--- src/rtl/bram_stream_reader_pkg.sv ---
`default_nettype none
// ============================================================================
// Module      : bram_stream_reader_pkg
// Description : Shared RAM geometry and FSM encoding for the block-RAM
//               stream reader and its output buffer.
// Revision    : 1.0 - initial release
// ============================================================================
package bram_stream_reader_pkg;

    // Geometry of the 32x16K block RAM this reader is paired with
    localparam int RAM_ADDR_W = 14;
    localparam int RAM_DATA_W = 32;
    localparam int RAM_DEPTH  = 16384;

    // Reader FSM encoding
    localparam logic [1:0] ST_IDLE_ENC  = 2'd0;
    localparam logic [1:0] ST_RUN_ENC   = 2'd1;
    localparam logic [1:0] ST_DRAIN_ENC = 2'd2;

    typedef enum logic [1:0] {
        S_IDLE  = ST_IDLE_ENC,
        S_RUN   = ST_RUN_ENC,
        S_DRAIN = ST_DRAIN_ENC
    } state_t;

endpackage : bram_stream_reader_pkg
`default_nettype wire

--- src/rtl/bram_stream_reader_fifo2.sv ---
`default_nettype none
// ============================================================================
// Module      : stream_skid_fifo2
// Description : Two-entry in-order valid/ready buffer. The head entry drives
//               the stream outputs; a push and a pop in the same cycle keep
//               the occupancy unchanged. The producer must never push into a
//               full buffer without a simultaneous pop.
// Revision    : 1.0 - initial release
// ============================================================================
module stream_skid_fifo2
    import bram_stream_reader_pkg::*;
#(
    parameter int DATA_W = RAM_DATA_W
) (
    input  logic              clk,
    input  logic              rst,
    input  logic              push_i,
    input  logic [DATA_W-1:0] push_data_i,
    input  logic              ready_i,
    output logic              valid_o,
    output logic [DATA_W-1:0] data_o,
    output logic [1:0]        count_o
);

    logic [DATA_W-1:0] head_q;
    logic [DATA_W-1:0] head_d;
    logic [DATA_W-1:0] tail_q;
    logic [DATA_W-1:0] tail_d;
    logic [1:0]        count_q;
    logic [1:0]        count_d;
    logic              pop;

    assign pop     = (count_q != 2'd0) & ready_i;
    assign valid_o = (count_q != 2'd0);
    assign data_o  = head_q;
    assign count_o = count_q;

    // Next-state of the two storage slots: head is always the oldest word
    always_comb begin
        head_d  = head_q;
        tail_d  = tail_q;
        count_d = count_q;
        case ({push_i, pop})
            2'b10: begin
                if (count_q == 2'd0) begin
                    head_d = push_data_i;
                end else begin
                    tail_d = push_data_i;
                end
                count_d = count_q + 2'd1;
            end
            2'b01: begin
                head_d  = tail_q;
                count_d = count_q - 2'd1;
            end
            2'b11: begin
                // Occupancy stays put; with one entry the new word becomes head
                if (count_q == 2'd1) begin
                    head_d = push_data_i;
                end else begin
                    head_d = tail_q;
                    tail_d = push_data_i;
                end
            end
            default: begin
            end
        endcase
    end

    // Storage and occupancy registers; reset discards any buffered data
    always_ff @(posedge clk or posedge rst) begin
        if (rst) begin
            head_q  <= '0;
            tail_q  <= '0;
            count_q <= 2'd0;
        end else begin
            head_q  <= head_d;
            tail_q  <= tail_d;
            count_q <= count_d;
        end
    end

endmodule : stream_skid_fifo2
`default_nettype wire

--- src/rtl/bram_stream_reader.sv ---
`default_nettype none
// ============================================================================
// Module      : bram_stream_reader
// Description : Burst read master for a synchronous block-RAM port. Issues
//               sequential reads under a two-word credit limit, absorbs the
//               one-cycle RAM latency and streams the words out in order on
//               a valid/ready interface with full backpressure.
// Revision    : 1.0 - initial release
// ============================================================================
module bram_stream_reader
    import bram_stream_reader_pkg::*;
#(
    parameter int ADDR_W = RAM_ADDR_W,
    parameter int DATA_W = RAM_DATA_W
) (
    input  logic              clk,
    input  logic              rst,
    input  logic              start,
    input  logic [ADDR_W-1:0] base_addr,
    input  logic [ADDR_W:0]   len,
    output logic              busy,
    output logic              done,
    output logic              mem_en,
    output logic              mem_we,
    output logic [ADDR_W-1:0] mem_addr,
    input  logic [DATA_W-1:0] mem_dout,
    output logic [DATA_W-1:0] m_data,
    output logic              m_valid,
    input  logic              m_ready,
    output logic              m_last
);

    localparam logic [ADDR_W:0] CNT_ONE = {{ADDR_W{1'b0}}, 1'b1};

    state_t              state_q;
    state_t              state_d;
    logic [ADDR_W-1:0]   base_q;
    logic [ADDR_W-1:0]   base_d;
    logic [ADDR_W:0]     len_q;
    logic [ADDR_W:0]     len_d;
    logic [ADDR_W:0]     issued_q;
    logic [ADDR_W:0]     issued_d;
    logic [ADDR_W:0]     beat_q;
    logic [ADDR_W:0]     beat_d;
    logic                armed_q;
    logic                armed_d;
    logic                inflight_q;
    logic                zero_done_q;
    logic                zero_done_d;
    logic [ADDR_W-1:0]   last_addr_q;

    logic [1:0]          buf_count;
    logic                buf_valid;
    logic [DATA_W-1:0]   buf_data;
    logic                pop;
    logic                issue;
    logic                credit_ok;
    logic                final_pop;
    logic [2:0]          occupancy;
    logic [ADDR_W-1:0]   issue_addr;

    // Words already committed to the buffer: stored now plus the one landing
    // from the RAM this cycle. A new read is allowed only if, after this
    // cycle's pop, fewer than two are committed, so the buffer never overflows.
    assign pop        = buf_valid & m_ready;
    assign occupancy  = {1'b0, buf_count} + {2'b00, inflight_q};
    assign credit_ok  = occupancy < (3'd2 + {2'b00, pop});

    // The first RUN cycle only settles the captured command; reads start next
    assign issue      = (state_q == S_RUN) & armed_q & (issued_q < len_q) & credit_ok;
    assign issue_addr = base_q + issued_q[ADDR_W-1:0];

    assign mem_en     = issue;
    assign mem_we     = 1'b0;
    assign mem_addr   = issue ? issue_addr : last_addr_q;

    assign m_data     = buf_data;
    assign m_valid    = buf_valid;
    assign m_last     = buf_valid & (beat_q == (len_q - CNT_ONE));

    assign final_pop  = (state_q == S_DRAIN) & pop & m_last;
    assign done       = zero_done_q | final_pop;
    assign busy       = (state_q != S_IDLE) & ~final_pop;

    stream_skid_fifo2 #(
        .DATA_W (DATA_W)
    ) u_outbuf (
        .clk         (clk),
        .rst         (rst),
        .push_i      (inflight_q),
        .push_data_i (mem_dout),
        .ready_i     (m_ready),
        .valid_o     (buf_valid),
        .data_o      (buf_data),
        .count_o     (buf_count)
    );

    // Next-state logic: command capture, read issue count and beat count
    always_comb begin
        state_d     = state_q;
        base_d      = base_q;
        len_d       = len_q;
        issued_d    = issued_q;
        beat_d      = beat_q;
        zero_done_d = 1'b0;
        armed_d     = (state_q == S_RUN);
        case (state_q)
            S_IDLE: begin
                if (start) begin
                    if (len != '0) begin
                        state_d  = S_RUN;
                        base_d   = base_addr;
                        len_d    = len;
                        issued_d = '0;
                        beat_d   = '0;
                    end else begin
                        zero_done_d = 1'b1;
                    end
                end
            end
            S_RUN: begin
                if (issue) begin
                    issued_d = issued_q + CNT_ONE;
                end
                if (pop) begin
                    beat_d = beat_q + CNT_ONE;
                end
                if (issued_q == len_q) begin
                    state_d = S_DRAIN;
                end
            end
            S_DRAIN: begin
                if (pop) begin
                    beat_d = beat_q + CNT_ONE;
                end
                if (final_pop) begin
                    state_d = S_IDLE;
                end
            end
            default: begin
                state_d = S_IDLE;
            end
        endcase
    end

    // State and command registers; reset aborts any command without a done
    always_ff @(posedge clk or posedge rst) begin
        if (rst) begin
            state_q     <= S_IDLE;
            base_q      <= '0;
            len_q       <= '0;
            issued_q    <= '0;
            beat_q      <= '0;
            armed_q     <= 1'b0;
            zero_done_q <= 1'b0;
        end else begin
            state_q     <= state_d;
            base_q      <= base_d;
            len_q       <= len_d;
            issued_q    <= issued_d;
            beat_q      <= beat_d;
            armed_q     <= armed_d;
            zero_done_q <= zero_done_d;
        end
    end

    // Read pipeline: in-flight flag marks next cycle's RAM data for capture,
    // and the address output holds the last issued address between reads
    always_ff @(posedge clk or posedge rst) begin
        if (rst) begin
            inflight_q  <= 1'b0;
            last_addr_q <= '0;
        end else begin
            inflight_q  <= issue;
            if (issue) begin
                last_addr_q <= issue_addr;
            end
        end
    end

endmodule : bram_stream_reader
`default_nettype wire
--- config.mk ---
export PLATFORM = sky130hd
export DESIGN_NAME = bram_stream_reader
export DESIGN_NICKNAME = d
export VERILOG_FILES = /design/src/rtl/bram_stream_reader_pkg.sv /design/src/rtl/bram_stream_reader_fifo2.sv /design/src/rtl/bram_stream_reader.sv
export SDC_FILE = /design/constraint.sdc
export NUM_CORES = 1
export LEC_CHECK = 0
export CAP_MARGIN = 10
export CORE_MARGIN = 3
export CORE_UTILIZATION = 25
export DETAILED_ROUTE_END_ITERATION = 6
export PLACE_DENSITY = 0.44
export SLEW_MARGIN = 20
export SYNTH_ARGS = -nofsm -noshare
export SYNTH_HDL_FRONTEND = slang
export SYNTH_SLANG_ARGS = --single-unit
--- constraint.sdc ---
create_clock -name clk -period 6.6 [get_ports clk]
set_clock_uncertainty 0.15 [all_clocks]
set_input_delay 1.65 -clock clk [delete_from_list [all_inputs] [get_ports clk]]
set_output_delay 1.65 -clock clk [all_outputs]
set_load 0.005 [all_outputs]
==> results of run 1 <==
-- cells in the mapped netlist (3+ instances only) --
master                       n
sky130_fd_sc_hd__clkbuf_1   27
sky130_fd_sc_hd__nor2b_1     6
sky130_fd_sc_hd__a211oi_1    4
sky130_fd_sc_hd__a22o_1      4
sky130_fd_sc_hd__nand2_1    85
sky130_fd_sc_hd__or3_1       7
sky130_fd_sc_hd__dfrtp_1   144
sky130_fd_sc_hd__mux2_2     52
sky130_fd_sc_hd__xor2_1     19
sky130_fd_sc_hd__a22oi_1    32
sky130_fd_sc_hd__ha_1       41
sky130_fd_sc_hd__a31o_2      3
sky130_fd_sc_hd__nor4_1      5
sky130_fd_sc_hd__xnor2_1    19
sky130_fd_sc_hd__and3_1     10
sky130_fd_sc_hd__nand2b_1    5
sky130_fd_sc_hd__and2_1      3
sky130_fd_sc_hd__mux2i_1     4
sky130_fd_sc_hd__a21oi_1    28
sky130_fd_sc_hd__o22ai_1     3
sky130_fd_sc_hd__a31oi_1    16
sky130_fd_sc_hd__a311oi_1    3
sky130_fd_sc_hd__nand4_1    11
sky130_fd_sc_hd__nor3_1      9
sky130_fd_sc_hd__o21ai_0    74
sky130_fd_sc_hd__buf_2       4
sky130_fd_sc_hd__inv_1      33
sky130_fd_sc_hd__a21o_1      9
sky130_fd_sc_hd__and4_1      4
sky130_fd_sc_hd__o21a_1      7
sky130_fd_sc_hd__nor2_1     30
sky130_fd_sc_hd__o211ai_1    5
sky130_fd_sc_hd__nand3_1    11
-- stage by stage --
stage                     setup WS [ps]  power, mW
after detailed placement            587       3.29
after global routing                381       4.57
after floorplan                     934       2.57
after global placement              627       3.28
after CTS                           583       4.28
final                               651       4.20
-- layout by cell type (no fill, tap or decap), types with 10 or more instances in the layout --
cell type	netlist	routed
sky130_fd_sc_hd__xor2_1	19	19
sky130_fd_sc_hd__a21oi_1	28	26
sky130_fd_sc_hd__dfrtp_1	144	144
sky130_fd_sc_hd__nor2_1	30	30
sky130_fd_sc_hd__inv_1	33	32
sky130_fd_sc_hd__mux2_2	52	52
sky130_fd_sc_hd__ha_1	41	41
sky130_fd_sc_hd__nand2_1	85	85
sky130_fd_sc_hd__a31oi_1	16	16
sky130_fd_sc_hd__a22oi_1	32	32
sky130_fd_sc_hd__nand4_1	11	11
sky130_fd_sc_hd__clkdlybuf4s50_1	0	115
sky130_fd_sc_hd__and3_1	10	10
sky130_fd_sc_hd__o21ai_0	74	74
sky130_fd_sc_hd__clkbuf_16	0	17
sky130_fd_sc_hd__nand3_1	11	11
sky130_fd_sc_hd__xnor2_1	19	19
-- tightest hold or removal path: stages, from the launching register on --
cell	delay (ps)
sky130_fd_sc_hd__dfrtp_1	340
sky130_fd_sc_hd__nand2_1	50
sky130_fd_sc_hd__o21ai_0	60
-- power groups by stage --
stage          Sequential [mW]  Combinational (mW)  Clock, mW
3_3_place_gp              1.47                1.82          0
6_report                  1.45                1.78      0.959
5_1_grt                   1.51                2.02       1.04
3_5_place_dp              1.48                1.82          0
4_1_cts                   1.46                1.83      0.999
2_1_floorplan             1.41                1.16          0
-- cells by family (layout without fill, tap and decap cells) --
| group | after synthesis | in the layout | synth area share |
|---|---|---|---|
| flops | 144 | 144 | 0.464 |
| other cells | 1 | 1 | 0.000483 |
| compound gates | 209 | 209 | 0.173 |
| buf+inv | 70 | 191 | 0.0372 |
| fa+ha+maj | 42 | 42 | 0.0686 |
| mux | 56 | 56 | 0.0806 |
| simple gates | 204 | 204 | 0.133 |
| xor+xnor | 38 | 38 | 0.0429 |
-- worst max-delay path by stage --
stage | startpoint | to | slack [ps] | cells after the start
2_1_floorplan | rst | armed_q | 930 | 1
3_3_place_gp | m_ready | mem_addr[11] | 630 | 8
3_5_place_dp | m_ready | mem_addr[0] | 590 | 8
4_1_cts | m_ready | mem_addr[0] | 580 | 8
5_1_grt | m_ready | mem_addr[4] | 380 | 8
6_report | m_ready | mem_addr[11] | 650 | 8
-- sequential cells by signal, summed over array words and instances (netlist names) --
register and count:
u_outbuf.data_o 32, u_outbuf.tail_q 32, beat_q 15, issued_q 15, len_q 15, base_q 14
last_addr_q 14, state_q 2, u_outbuf.count_o 2, armed_q 1, inflight_q 1, zero_done_q 1
-- layout make-up --
type	instances	area, sq um
well taps	390	488
fillers	3126	20200
repair buffers	124	1220
clock inverters	14	146
inverters	35	136
flip-flops and latches	144	3600
multi-input cells	550	3930
clock buffers	18	429
-- routing by layer --
layer,global-route usage,routed length [microns],vias to the layer above,share of wire
met5,0,0,-,0
met4,0.0250,163,0,0.0080
met3,0.0309,610,12,0.030
met2,0.218,10100,72,0.50
met1,0.161,9480,2878,0.47
li1,-,-,2979,-
==> impl_results.html, run 1 <==
<table>
<tr><th>Metric</th><th>Value</th></tr>
<tr><th colspan="2">Timing</th></tr>
<tr><td>Rel. slew slack</td><td>0.329</td></tr>
<tr><td>Min cycle time layout</td><td>5950 ps</td></tr>
<tr><td>Fin. Hold Viols</td><td>0</td></tr>
<tr><td>Transition time of the tightest slew-check pin</td><td>between 900 and 1000 ps</td></tr>
<tr><td>Number of max-slew violations in the final report</td><td>0</td></tr>
<tr><td>Post-route setup TNS</td><td>0 ps</td></tr>
<tr><td>Final setup violating endpoints</td><td>0</td></tr>
<tr><td>Worst hold margin</td><td>327 ps</td></tr>
<tr><td>FMAX</td><td>168 MHz</td></tr>
<tr><td>Final worst-path cycle share</td><td>0.901</td></tr>
<tr><td>Unrepaired setup endpoints after global routing</td><td>false</td></tr>
<tr><th colspan="2">Pwr</th></tr>
<tr><td>Reg power frac</td><td>0.346</td></tr>
<tr><td>Leakage</td><td>4.24 nW</td></tr>
<tr><td>Clock power frac</td><td>0.228</td></tr>
<tr><td>Net Switching</td><td>about 1.5 mW</td></tr>
<tr><td>Peak supply drop</td><td>0.153 mV</td></tr>
<tr><td>Cell-internal power</td><td>2.65 mW</td></tr>
<tr><td>PwrDens</td><td>422 nW/um^2</td></tr>
<tr><td>Fraction of power spent switching nets</td><td>0.368</td></tr>
<tr><td>Combinational cell fraction of total power</td><td>0.425</td></tr>
<tr><th colspan="2">Clock tree</th></tr>
<tr><td>Clock root cell</td><td>sky130_fd_sc_hd__clkbuf_16</td></tr>
<tr><td># resized after CTS</td><td>0</td></tr>
<tr><td>Buffers from clock root to sink, at most</td><td>2</td></tr>
<tr><td>Max H-tree Level</td><td>4</td></tr>
<tr><td>Post-CTS setup buffers</td><td>0</td></tr>
<tr><td>Num CTS Buffers</td><td>17</td></tr>
<tr><td>Clock input transition at the sequential cells of the worst setup and hold paths</td><td>60 ps</td></tr>
<tr><td>CTS tree</td><td>built</td></tr>
<tr><td>Clk sink count</td><td>between 100 and 150</td></tr>
<tr><td>Skew-Pair Late Insertion Delay</td><td>about 420 ps</td></tr>
<tr><td>Hold-fix buffers at CTS</td><td>0</td></tr>
<tr><th colspan="2">Placed design</th></tr>
<tr><td>Final Wtd Congestion</td><td>~0.75</td></tr>
<tr><td>Post-detailed-placement half-perimeter wirelength</td><td>14600 microns</td></tr>
<tr><td>Port Buffer Count</td><td>115</td></tr>
<tr><td>Cell Count Post-Placement</td><td>1243</td></tr>
<tr><td>Placed cell area</td><td>approximately 9400 sq um</td></tr>
<tr><th colspan="2">Critical path</th></tr>
<tr><td>Internal reg-to-reg setup slack</td><td>3280 ps</td></tr>
<tr><td>Setup Crit Path Kind</td><td>input port to primary output</td></tr>
<tr><td>Endpoint of the most critical register-to-register path</td><td>u_outbuf.tail_q[4]</td></tr>
<tr><td>Data arrival time of the critical path</td><td>~4200 ps</td></tr>
<tr><td>Master of the slowest instance on the critical path</td><td>sky130_fd_sc_hd__clkdlybuf4s50_1</td></tr>
<tr><td>Register-to-Register Path Depth</td><td>10</td></tr>
<tr><td>Worst Path Required</td><td>4800 ps</td></tr>
<tr><td>Largest driver fanout on the critical path</td><td>18</td></tr>
<tr><td>Reg2reg start</td><td>u_outbuf.count_o[0]</td></tr>
<tr><td>Category of cells accounting for the largest share of critical-path delay</td><td>buffers and inverters</td></tr>
<tr><td>Maximum single-stage delay on the critical path</td><td>450 ps</td></tr>
<tr><td>Worst Setup Start Kind</td><td>input port</td></tr>
<tr><td>Cell Chain, Critical Path</td><td>clkdlybuf4s50_1, nand2_1, o21ai_0, nand3_1, a21o_1, inv_2, mux2_2, clkdlybuf4s50_1</td></tr>
<tr><td>Bufs and invs on worst path</td><td>3</td></tr>
<tr><td>Crit path top cell by count</td><td>sky130_fd_sc_hd__clkdlybuf4s50_1</td></tr>
<tr><td>Critical path endpoint category</td><td>primary output</td></tr>
<tr><th colspan="2">Die</th></tr>
<tr><td>Die Y</td><td>182 microns</td></tr>
<tr><td>Initial standard-cell utilization of the core</td><td>0.258</td></tr>
<tr><td>Total I/O pin count</td><td>roughly 120</td></tr>
<tr><td>Die outline width</td><td>182 microns</td></tr>
<tr><td>Placement Rows</td><td>63</td></tr>
<tr><td>Area of the die</td><td>33200 sq um</td></tr>
<tr><td>Total core area</td><td>around 30000 sq um</td></tr>
<tr><th colspan="2">Cells and area</th></tr>
<tr><td>Count of nets after finishing</td><td>979</td></tr>
<tr><td>Area growth from synthesis to layout</td><td>28.1%</td></tr>
<tr><td>Finished Layout Cells</td><td>1275</td></tr>
<tr><td>Total inserted antenna cells</td><td>0</td></tr>
<tr><td>Post-route design area</td><td>9950 sq um</td></tr>
<tr><td>Final core utilization</td><td>0.330</td></tr>
<tr><td>Share of layout cells above drive strength 1</td><td>0.131</td></tr>
<tr><th colspan="2">Global route</th></tr>
<tr><td>Wire length of the first global-routing pass</td><td>about 34000 microns</td></tr>
<tr><td>Maximum number of pins on one net before global-route repair</td><td>65</td></tr>
<tr><td>Via count of the first global-routing pass</td><td>~6200</td></tr>
<tr><td>Grt ovf</td><td>0</td></tr>
<tr><td>Number of antenna violations at the first check in global routing</td><td>0</td></tr>
<tr><td>Global router's overall resource usage</td><td>0.126</td></tr>
<tr><th colspan="2">Drt</th></tr>
<tr><td>Detail-routed net length per standard cell</td><td>16.0 microns</td></tr>
<tr><td>Overall routed net length</td><td>20400 microns</td></tr>
<tr><td>Number of design rule violations left after detail routing</td><td>0</td></tr>
<tr><td>Count of vias placed by the detailed router</td><td>5941</td></tr>
<tr><td>Routed via count divided by cell count</td><td>4.66</td></tr>
<tr><td>First drt pass iteration count</td><td>4</td></tr>
<tr><td>DRT iter0 DRCs</td><td>~300</td></tr>
<tr><td>Final ANT Viol Nets</td><td>0</td></tr>
<tr><th colspan="2">Logic synthesis</th></tr>
<tr><td>Cell type with the highest aggregate area in the netlist</td><td>sky130_fd_sc_hd__dfrtp_1</td></tr>
<tr><td>Portion of the post-synthesis area used by sequential elements</td><td>0.464</td></tr>
<tr><td>Warnings from Yosys</td><td>0</td></tr>
<tr><td>Fraction of synthesized cell area taken by the top area cell type</td><td>0.464</td></tr>
<tr><td>Synth async-reset ratio</td><td>1.00</td></tr>
<tr><td>Cell count after synthesis</td><td>764</td></tr>
<tr><td>Largest cells by area after synthesis</td><td>sky130_fd_sc_hd__dfrtp_1 46%, sky130_fd_sc_hd__mux2_2 7.5%, sky130_fd_sc_hd__ha_1 6.6%, sky130_fd_sc_hd__o21ai_0 4.8%, sky130_fd_sc_hd__nand2_1 4.1%</td></tr>
<tr><td>Mean Syn Cell Area</td><td>10.2 sq um</td></tr>
<tr><td>Number of unique standard cell types used by synthesis</td><td>69</td></tr>
<tr><td>Nets in the synthesized netlist</td><td>871</td></tr>
<tr><td>Flop and latch count out of synthesis</td><td>between 100 and 150</td></tr>
<tr><td>Top flip-flop cell by instance count after synthesis</td><td>sky130_fd_sc_hd__dfrtp_1</td></tr>
<tr><td>Post-synth EDFFs</td><td>0</td></tr>
<tr><td>Synthesized area</td><td>slightly below 8000 sq um</td></tr>
<tr><th colspan="2">Hold path</th></tr>
<tr><td>Hold Startpoint</td><td>u_outbuf.data_o[26]</td></tr>
<tr><td>Hold path endpoint</td><td>u_outbuf.data_o[26]</td></tr>
<tr><td>WHS Path Cells</td><td>2</td></tr>
<tr><td>Worst hold path type</td><td>register to register</td></tr>
<tr><th colspan="2">Run</th></tr>
<tr><td>Max-cap violation count</td><td>0</td></tr>
<tr><th colspan="2">Run status</th></tr>
<tr><td>Result of the run</td><td>finished clean</td></tr>
</table>
(Power assumes the default switching activity.)
==> run 2, diff against run 1 <==
--- a/config.mk
+++ b/config.mk
@@ -9,7 +9,6 @@
 export CORE_MARGIN = 3
 export CORE_UTILIZATION = 25
 export DETAILED_ROUTE_END_ITERATION = 6
-export PLACE_DENSITY = 0.44
 export SLEW_MARGIN = 20
 export SYNTH_ARGS = -nofsm -noshare
 export SYNTH_HDL_FRONTEND = slang
==> run 2 against run 1 <==
Effect of this change:
- critical path depth unchanged
- cell count decreased by 0.16%
- total power increased by 0.81%
- global-route usage decreased by 0.62 points
- hold slack about the same
- register-to-register slack improved by 100 ps
- maximum frequency increased by 0.62%
- largest power group unchanged
==> impl_results.html, run 2 (same netlist as run 1, synthesis figures left out) <==
<table>
<tr><th>Metric</th><th>Value</th></tr>
<tr><th colspan="2">Cells and area</th></tr>
<tr><td>Final core utilization</td><td>0.331 (was 0.330)</td></tr>
<tr><td>Most common cell after layout, fill and taps aside</td><td>sky130_fd_sc_hd__dfrtp_1 (unchanged)</td></tr>
<tr><td>Share of layout cells above drive strength 1</td><td>0.131 (about the same)</td></tr>
<tr><td>Commonest non-fill, non-tap cells in the layout</td><td>144 x sky130_fd_sc_hd__dfrtp_1, 115 x sky130_fd_sc_hd__clkdlybuf4s50_1, 85 x sky130_fd_sc_hd__nand2_1, 74 x sky130_fd_sc_hd__o21ai_0, 52 x sky130_fd_sc_hd__mux2_2 (unchanged)</td></tr>
<tr><td>Total inserted antenna cells</td><td>0 (unchanged)</td></tr>
<tr><td>Number of inserted filler cells in the final layout</td><td>3106 (was 3126)</td></tr>
<tr><td>Area growth from synthesis to layout</td><td>28.1% (about the same)</td></tr>
<tr><td>Count of nets after finishing</td><td>978 (was 979)</td></tr>
<tr><th colspan="2">Die</th></tr>
<tr><td>Total core area</td><td>30100 sq um (unchanged)</td></tr>
<tr><td>Total I/O pin count</td><td>117 (unchanged)</td></tr>
<tr><td>Die Y</td><td>182 microns (unchanged)</td></tr>
<tr><td>Area of the die</td><td>33200 sq um (unchanged)</td></tr>
<tr><td>Die outline width</td><td>182 microns (unchanged)</td></tr>
<tr><td>Initial standard-cell utilization of the core</td><td>0.258 (unchanged)</td></tr>
<tr><td>Placement Rows</td><td>63 (unchanged)</td></tr>
<tr><th colspan="2">Global route</th></tr>
<tr><td>Maximum number of pins on one net before global-route repair</td><td>65 (unchanged)</td></tr>
<tr><td>Number of antenna violations at the first check in global routing</td><td>0 (unchanged)</td></tr>
<tr><td>Grt ovf</td><td>0 (unchanged)</td></tr>
<tr><td>Via count of the first global-routing pass</td><td>6048 (was 6205)</td></tr>
<tr><td>Global router's overall resource usage</td><td>0.120 (was 0.126)</td></tr>
<tr><td>Wire length of the first global-routing pass</td><td>32400 microns (was 33600 microns)</td></tr>
<tr><th colspan="2">Timing</th></tr>
<tr><td>Number of max-slew violations in the final report</td><td>0 (unchanged)</td></tr>
<tr><td>FMAX</td><td>169 MHz (was 168 MHz)</td></tr>
<tr><td>Unrepaired setup endpoints after global routing</td><td>false (unchanged)</td></tr>
<tr><td>Final worst-path cycle share</td><td>0.896 (was 0.901)</td></tr>
<tr><td>Post-route setup TNS</td><td>0 ps (unchanged)</td></tr>
<tr><td>Rel. slew slack</td><td>0.242 (was 0.329)</td></tr>
<tr><td>Fin. Hold Viols</td><td>0 (unchanged)</td></tr>
<tr><td>Crit path setup slack, layout</td><td>688 ps (was 651 ps)</td></tr>
<tr><td>Transition time of the tightest slew-check pin</td><td>1110 ps (was 997 ps)</td></tr>
<tr><td>Min cycle time layout</td><td>5910 ps (was 5950 ps)</td></tr>
<tr><td>Final setup violating endpoints</td><td>0 (unchanged)</td></tr>
<tr><th colspan="2">Critical path</th></tr>
<tr><td>Worst Setup Start Kind</td><td>input port (unchanged)</td></tr>
<tr><td>Critical path depth</td><td>8 (unchanged)</td></tr>
<tr><td>Worst Path Required</td><td>4800 ps (about the same)</td></tr>
<tr><td>Register-to-Register Path Depth</td><td>9 (was 10)</td></tr>
<tr><td>Largest driver fanout on the critical path</td><td>18 (unchanged)</td></tr>
<tr><td>Setup Crit Path Kind</td><td>input port to primary output (unchanged)</td></tr>
<tr><td>Reg2reg start</td><td>u_outbuf.count_o[0] (unchanged)</td></tr>
<tr><td>Data arrival time of the critical path</td><td>4110 ps (was 4150 ps)</td></tr>
<tr><td>Critical path endpoint category</td><td>primary output (unchanged)</td></tr>
<tr><td>Setup crit end</td><td>mem_addr[5] (was mem_addr[11])</td></tr>
<tr><td>Crit path top cell by count</td><td>sky130_fd_sc_hd__clkdlybuf4s50_1 (unchanged)</td></tr>
<tr><td>Internal reg-to-reg setup slack</td><td>3380 ps (was 3280 ps)</td></tr>
<tr><td>Category of cells accounting for the largest share of critical-path delay</td><td>buffers and inverters (unchanged)</td></tr>
<tr><td>Master of the slowest instance on the critical path</td><td>sky130_fd_sc_hd__clkdlybuf4s50_1 (unchanged)</td></tr>
<tr><td>Cell Chain, Critical Path</td><td>clkdlybuf4s50_1, nand2_1, o21ai_0, nand3_1, a21o_1, inv_2, mux2_2, clkdlybuf4s50_1 (unchanged)</td></tr>
<tr><td>Endpoint of the most critical register-to-register path</td><td>u_outbuf.data_o[25] (was u_outbuf.tail_q[4])</td></tr>
<tr><td>Launch point of the worst path</td><td>m_ready (unchanged)</td></tr>
<tr><td>Bufs and invs on worst path</td><td>3 (unchanged)</td></tr>
<tr><td>Maximum single-stage delay on the critical path</td><td>470 ps (was 450 ps)</td></tr>
<tr><th colspan="2">Drt</th></tr>
<tr><td>Detail-routed net length per standard cell</td><td>15.5 microns (was 16.0 microns)</td></tr>
<tr><td>Met1 wire length</td><td>9430 microns (was 9480 microns)</td></tr>
<tr><td>Number of design rule violations left after detail routing</td><td>0 (unchanged)</td></tr>
<tr><td>First drt pass iteration count</td><td>7 (was 4)</td></tr>
<tr><td>Amount of wire on met3 after detailed routing</td><td>645 microns (was 610 microns)</td></tr>
<tr><td>Uppermost routed layer</td><td>met4 (unchanged)</td></tr>
<tr><td>DRT iter0 DRCs</td><td>436 (was 295)</td></tr>
<tr><td>Overall routed net length</td><td>19700 microns (was 20400 microns)</td></tr>
<tr><td>WL met2</td><td>9360 microns (was 10100 microns)</td></tr>
<tr><td>Routed via count divided by cell count</td><td>4.77 (was 4.66)</td></tr>
<tr><td>Count of vias placed by the detailed router</td><td>6073 (was 5941)</td></tr>
<tr><td>Final ANT Viol Nets</td><td>0 (unchanged)</td></tr>
<tr><th colspan="2">Clock tree</th></tr>
<tr><td>Post-CTS setup buffers</td><td>0 (unchanged)</td></tr>
<tr><td>Max H-tree Level</td><td>4 (unchanged)</td></tr>
<tr><td>Num CTS Buffers</td><td>17 (unchanged)</td></tr>
<tr><td>Hold-fix buffers at CTS</td><td>0 (unchanged)</td></tr>
<tr><td>Clock input transition at the sequential cells of the worst setup and hold paths</td><td>60 ps (about the same)</td></tr>
<tr><td>Skew-Pair Late Insertion Delay</td><td>420 ps (about the same)</td></tr>
<tr><td># resized after CTS</td><td>0 (unchanged)</td></tr>
<tr><td>Clock root cell</td><td>sky130_fd_sc_hd__clkbuf_16 (unchanged)</td></tr>
<tr><td>Clk sink count</td><td>144 (unchanged)</td></tr>
<tr><td>Buffers from clock root to sink, at most</td><td>2 (unchanged)</td></tr>
<tr><td>CTS tree</td><td>built (unchanged)</td></tr>
<tr><th colspan="2">Pwr</th></tr>
<tr><td>PwrDens</td><td>425 nW/um^2 (was 422 nW/um^2)</td></tr>
<tr><td>Peak supply drop</td><td>0.159 mV (was 0.153 mV)</td></tr>
<tr><td>Leakage</td><td>4.23 nW (was 4.24 nW)</td></tr>
<tr><th colspan="2">Placed design</th></tr>
<tr><td>Final Wtd Congestion</td><td>0.871 (was 0.745)</td></tr>
<tr><td>Worst setup slack before clock tree synthesis</td><td>668 ps (was 587 ps)</td></tr>
<tr><td>Post-detailed-placement half-perimeter wirelength</td><td>14100 microns (was 14600 microns)</td></tr>
<tr><td>Port Buffer Count</td><td>115 (unchanged)</td></tr>
<tr><th colspan="2">Hold path</th></tr>
<tr><td>WHS Path Cells</td><td>2 (unchanged)</td></tr>
<tr><td>Worst hold path type</td><td>register to register (unchanged)</td></tr>
<tr><th colspan="2">Run</th></tr>
<tr><td>Max-cap violation count</td><td>0 (unchanged)</td></tr>
<tr><th colspan="2">Run status</th></tr>
<tr><td>Result of the run</td><td>finished clean (unchanged)</td></tr>
</table>
-- run 2: layout make-up --
class	count	area [sq um]	share of cell area
clock inverter	14	168	0.0168
tap	390	488	0.0490
timing repair buffer	123	1210	0.122
sequential	144	3600	0.362
multi-input combinational	550	3920	0.394
clock buffer	17	425	0.0427
inverter	35	136	0.0137
-- run 2: routing by layer --
metal,vias up,GRT usage
li1,2980,-
met1,2974,0.165
met2,102,0.192
met3,17,0.0285
met4,0,0.0277
met5,-,0
-- run 2: through the flow --
| stage | hold slack, ps | cell area [sq um] | total power [mW] | instances |
|---|---|---|---|---|
| 4_1_cts | 336 | 9950 | 4.30 | 1273 |
| 5_1_grt | 360 | 9950 | 4.57 | 1273 |
| 3_3_place_gp | 312 | 9360 | 3.23 | 1242 |
| 6_report | 327 | 9950 | 4.23 | 1273 |
| 3_5_place_dp | 319 | 9360 | 3.27 | 1242 |
| 2_1_floorplan | 318 | 7770 | 2.57 | 764 |
-- run 2: worst min path at each step --
stage                          end                start
6_report        u_outbuf.data_o[5]   u_outbuf.data_o[5]
2_1_floorplan       last_addr_q[8]       last_addr_q[8]
3_3_place_gp    u_outbuf.data_o[8]   u_outbuf.data_o[8]
4_1_cts         u_outbuf.data_o[3]   u_outbuf.data_o[3]
5_1_grt        u_outbuf.data_o[31]  u_outbuf.data_o[31]
3_5_place_dp        last_addr_q[8]       last_addr_q[8]
-- run 2: worst reg2reg max path, stage by stage (launching register included) --
cell	delay [ps]
sky130_fd_sc_hd__dfrtp_1	410
sky130_fd_sc_hd__inv_1	60
sky130_fd_sc_hd__ha_1	250
sky130_fd_sc_hd__inv_1	140
sky130_fd_sc_hd__nand2_1	190
sky130_fd_sc_hd__inv_2	200
sky130_fd_sc_hd__ha_1	350
sky130_fd_sc_hd__mux2i_4	960
sky130_fd_sc_hd__a22oi_1	220
sky130_fd_sc_hd__o21ai_0	210
-- run 2: report_power, final --
group	internal [mW]	leakage, nW	switching (mW)
combinational	0.890	2.14	0.889
clock	0.569	0.279	0.423
sequential	1.22	1.81	0.235
total	2.68	4.23	1.55
==> run 3, diff against run 2 <==
==> constraint.sdc (replaced) <==
create_clock -name clk -period 6.6 [get_ports clk]
set_clock_uncertainty 0.15 [all_clocks]
set_input_delay 1.65 -clock clk [delete_from_list [all_inputs] [get_ports clk]]
set_output_delay 1.65 -clock clk [all_outputs]
set_load 0.02 [all_outputs]
==> run 3 against run 2 <==
Effect of this change:
- flip-flop and latch count stayed put
- utilization is 0.087 points higher
- sequential share of layout area is 0.095 points lower
- via count is 0.38% higher
- sequential power hardly changed
- non-clock buffer count is 2 higher
==> impl_results.html, run 3 (same netlist as run 1, synthesis figures left out) <==
<table>
<tr><th>Metric</th><th>Value</th></tr>
<tr><th colspan="2">Run status</th></tr>
<tr><td>Result of the run</td><td>finished clean (unchanged)</td></tr>
<tr><th colspan="2">Placed design</th></tr>
<tr><td>Post-detailed-placement half-perimeter wirelength</td><td>14000 microns (was 14100 microns)</td></tr>
<tr><td>Placed cell area</td><td>9360 sq um (about the same)</td></tr>
<tr><td>Port Buffer Count</td><td>115 (unchanged)</td></tr>
<tr><td>Final Wtd Congestion</td><td>0.814 (was 0.871)</td></tr>
<tr><th colspan="2">Drt</th></tr>
<tr><td>Overall routed net length</td><td>19800 microns (was 19700 microns)</td></tr>
<tr><td>Number of design rule violations left after detail routing</td><td>0 (unchanged)</td></tr>
<tr><td>Final ANT Viol Nets</td><td>0 (unchanged)</td></tr>
<tr><td>DRT iter0 DRCs</td><td>287 (was 436)</td></tr>
<tr><td>Count of vias placed by the detailed router</td><td>6096 (was 6073)</td></tr>
<tr><td>Routed via count divided by cell count</td><td>4.78 (was 4.77)</td></tr>
<tr><td>Detail-routed net length per standard cell</td><td>15.5 microns (about the same)</td></tr>
<tr><td>First drt pass iteration count</td><td>4 (was 7)</td></tr>
<tr><th colspan="2">Critical path</th></tr>
<tr><td>Setup Crit Path Kind</td><td>input port to primary output (unchanged)</td></tr>
<tr><td>Launch point of the worst path</td><td>m_ready (unchanged)</td></tr>
<tr><td>Reg2reg start</td><td>len_q[8] (was u_outbuf.count_o[0])</td></tr>
<tr><td>Worst Path Required</td><td>4800 ps (about the same)</td></tr>
<tr><td>Worst Setup Start Kind</td><td>input port (unchanged)</td></tr>
<tr><td>Data arrival time of the critical path</td><td>4070 ps (was 4110 ps)</td></tr>
<tr><td>Critical path endpoint category</td><td>primary output (unchanged)</td></tr>
<tr><td>Largest driver fanout on the critical path</td><td>18 (unchanged)</td></tr>
<tr><th colspan="2">Clock tree</th></tr>
<tr><td>CTS tree</td><td>built (unchanged)</td></tr>
<tr><td>Max H-tree Level</td><td>4 (unchanged)</td></tr>
<tr><td>Clock root cell</td><td>sky130_fd_sc_hd__clkbuf_16 (unchanged)</td></tr>
<tr><td>Clock input transition at the sequential cells of the worst setup and hold paths</td><td>60 ps (about the same)</td></tr>
<tr><td>Num CTS Buffers</td><td>17 (unchanged)</td></tr>
<tr><td>Post-CTS setup buffers</td><td>0 (unchanged)</td></tr>
<tr><td>Skew-Pair Late Insertion Delay</td><td>420 ps (about the same)</td></tr>
<tr><td>Buffers from clock root to sink, at most</td><td>2 (unchanged)</td></tr>
<tr><td>Hold-fix buffers at CTS</td><td>0 (unchanged)</td></tr>
<tr><td>Clk sink count</td><td>144 (unchanged)</td></tr>
<tr><td># resized after CTS</td><td>0 (unchanged)</td></tr>
<tr><th colspan="2">Die</th></tr>
<tr><td>Initial standard-cell utilization of the core</td><td>0.258 (unchanged)</td></tr>
<tr><td>Die outline width</td><td>182 microns (unchanged)</td></tr>
<tr><td>Area of the die</td><td>33200 sq um (unchanged)</td></tr>
<tr><td>Placement Rows</td><td>63 (unchanged)</td></tr>
<tr><td>Total core area</td><td>30100 sq um (unchanged)</td></tr>
<tr><td>Total I/O pin count</td><td>117 (unchanged)</td></tr>
<tr><td>Die Y</td><td>182 microns (unchanged)</td></tr>
<tr><th colspan="2">Timing</th></tr>
<tr><td>Number of max-slew violations in the final report</td><td>0 (unchanged)</td></tr>
<tr><td>Min cycle time layout</td><td>5870 ps (was 5910 ps)</td></tr>
<tr><td>Rel. slew slack</td><td>0.408 (was 0.242)</td></tr>
<tr><td>Fin. Hold Viols</td><td>0 (unchanged)</td></tr>
<tr><td>Post-route setup TNS</td><td>0 ps (unchanged)</td></tr>
<tr><td>Unrepaired setup endpoints after global routing</td><td>false (unchanged)</td></tr>
<tr><td>Final setup violating endpoints</td><td>0 (unchanged)</td></tr>
<tr><td>Final worst-path cycle share</td><td>0.889 (was 0.896)</td></tr>
<tr><td>FMAX</td><td>170 MHz (was 169 MHz)</td></tr>
<tr><td>Transition time of the tightest slew-check pin</td><td>887 ps (was 1110 ps)</td></tr>
<tr><th colspan="2">Global route</th></tr>
<tr><td>Maximum number of pins on one net before global-route repair</td><td>65 (unchanged)</td></tr>
<tr><td>Wire length of the first global-routing pass</td><td>32600 microns (was 32400 microns)</td></tr>
<tr><td>Number of antenna violations at the first check in global routing</td><td>0 (unchanged)</td></tr>
<tr><td>Grt ovf</td><td>0 (unchanged)</td></tr>
<tr><td>Global router's overall resource usage</td><td>0.121 (was 0.120)</td></tr>
<tr><td>Via count of the first global-routing pass</td><td>6200 (was 6048)</td></tr>
<tr><th colspan="2">Pwr</th></tr>
<tr><td>Net Switching</td><td>1.73 mW (was 1.55 mW)</td></tr>
<tr><td>Peak supply drop</td><td>0.205 mV (was 0.159 mV)</td></tr>
<tr><td>Fraction of power spent switching nets</td><td>0.391 (was 0.366)</td></tr>
<tr><td>Cell-internal power</td><td>2.70 mW (was 2.68 mW)</td></tr>
<tr><td>Reg power frac</td><td>0.329 (was 0.345)</td></tr>
<tr><td>Leakage</td><td>4.25 nW (was 4.23 nW)</td></tr>
<tr><td>Clock power frac</td><td>0.225 (was 0.234)</td></tr>
<tr><td>PwrDens</td><td>444 nW/um^2 (was 425 nW/um^2)</td></tr>
<tr><td>Pwr Total</td><td>4.43 mW (was 4.23 mW)</td></tr>
<tr><td>Combinational cell fraction of total power</td><td>0.447 (was 0.421)</td></tr>
<tr><th colspan="2">Hold path</th></tr>
<tr><td>Worst hold path type</td><td>register to register (unchanged)</td></tr>
<tr><td>Hold Startpoint</td><td>u_outbuf.data_o[4] (was u_outbuf.data_o[5])</td></tr>
<tr><th colspan="2">Cells and area</th></tr>
<tr><td>Share of layout cells above drive strength 1</td><td>0.133 (was 0.131)</td></tr>
<tr><td>Total inserted antenna cells</td><td>0 (unchanged)</td></tr>
<tr><td>Area growth from synthesis to layout</td><td>28.5% (was 28.1%)</td></tr>
<tr><td>Count of nets after finishing</td><td>980 (was 978)</td></tr>
<tr><td>Post-route design area</td><td>9980 sq um (was 9950 sq um)</td></tr>
<tr><td>Most common cell after layout, fill and taps aside</td><td>sky130_fd_sc_hd__dfrtp_1 (unchanged)</td></tr>
<tr><td>Commonest non-fill, non-tap cells in the layout</td><td>144 x sky130_fd_sc_hd__dfrtp_1, 115 x sky130_fd_sc_hd__clkdlybuf4s50_1, 85 x sky130_fd_sc_hd__nand2_1, 74 x sky130_fd_sc_hd__o21ai_0, 52 x sky130_fd_sc_hd__mux2_2 (unchanged)</td></tr>
<tr><th colspan="2">Run</th></tr>
<tr><td>Max-cap violation count</td><td>0 (unchanged)</td></tr>
</table>
-- run 3: cell types whose count changed in the layout (fill, tap and decap cells not counted), sizes merged --
cell and change:
buf +2, clkbuf +1
-- run 3: routing by layer --
layer,track usage,up-vias,share of wire
li1,-,2985,-
met1,0.165,2973,0.48
met2,0.195,111,0.47
met3,0.0233,27,0.036
met4,0.0360,0,0.017
met5,0,-,0
-- run 3: critical path, cell delays in order --
cell and delay (ps):
sky130_fd_sc_hd__clkdlybuf4s50_1 460, sky130_fd_sc_hd__nand2_1 90, sky130_fd_sc_hd__o21ai_0 160, sky130_fd_sc_hd__nand3_1 120, sky130_fd_sc_hd__a21o_1 390, sky130_fd_sc_hd__inv_2 260, sky130_fd_sc_hd__mux2_2 370, sky130_fd_sc_hd__clkdlybuf4s50_1 550
-- run 3: layout make-up --
class	count	area [sq um]
flip-flops and latches	144	3600
clock inverters	14	168
inverters	35	136
fillers	3105	20100
multi-input cells	550	3920
clock buffers	18	429
repair buffers	125	1230
well taps	390	488
-- run 3: power by group through the flow --
stage                     Clock [mW]  Sequential [mW]  Combinational [mW]
after global placement             0             1.47                1.95
after floorplan                    0             1.51                1.24
final                          0.996             1.46                1.98
after global routing            1.07             1.51                2.19
after detailed placement           0             1.48                1.98
after CTS                       1.03             1.46                1.99
-- run 3: stage by stage --
step           worst slack, ps  hold slack, ps  utilization  instances
2_1_floorplan              934             331            -        764
3_3_place_gp               735             312        0.311       1243
3_5_place_dp               723             320        0.311       1243
4_1_cts                    706             335        0.331       1275
5_1_grt                    555             359        0.331       1276
6_report                   731             326        0.331       1276
-- run 3: path summary, 6_finish.rpt --
kind	to	slack, ps	depth (start not counted)
min	u_outbuf.data_o[4]	330	2
max in group asynchronous	beat_q[6]	3770	3
min reg2reg	u_outbuf.data_o[4]	330	2
max reg2reg	issued_q[7]	3450	9
max	mem_addr[5]	730	8
min in group asynchronous	u_outbuf.data_o[23]	1460	2
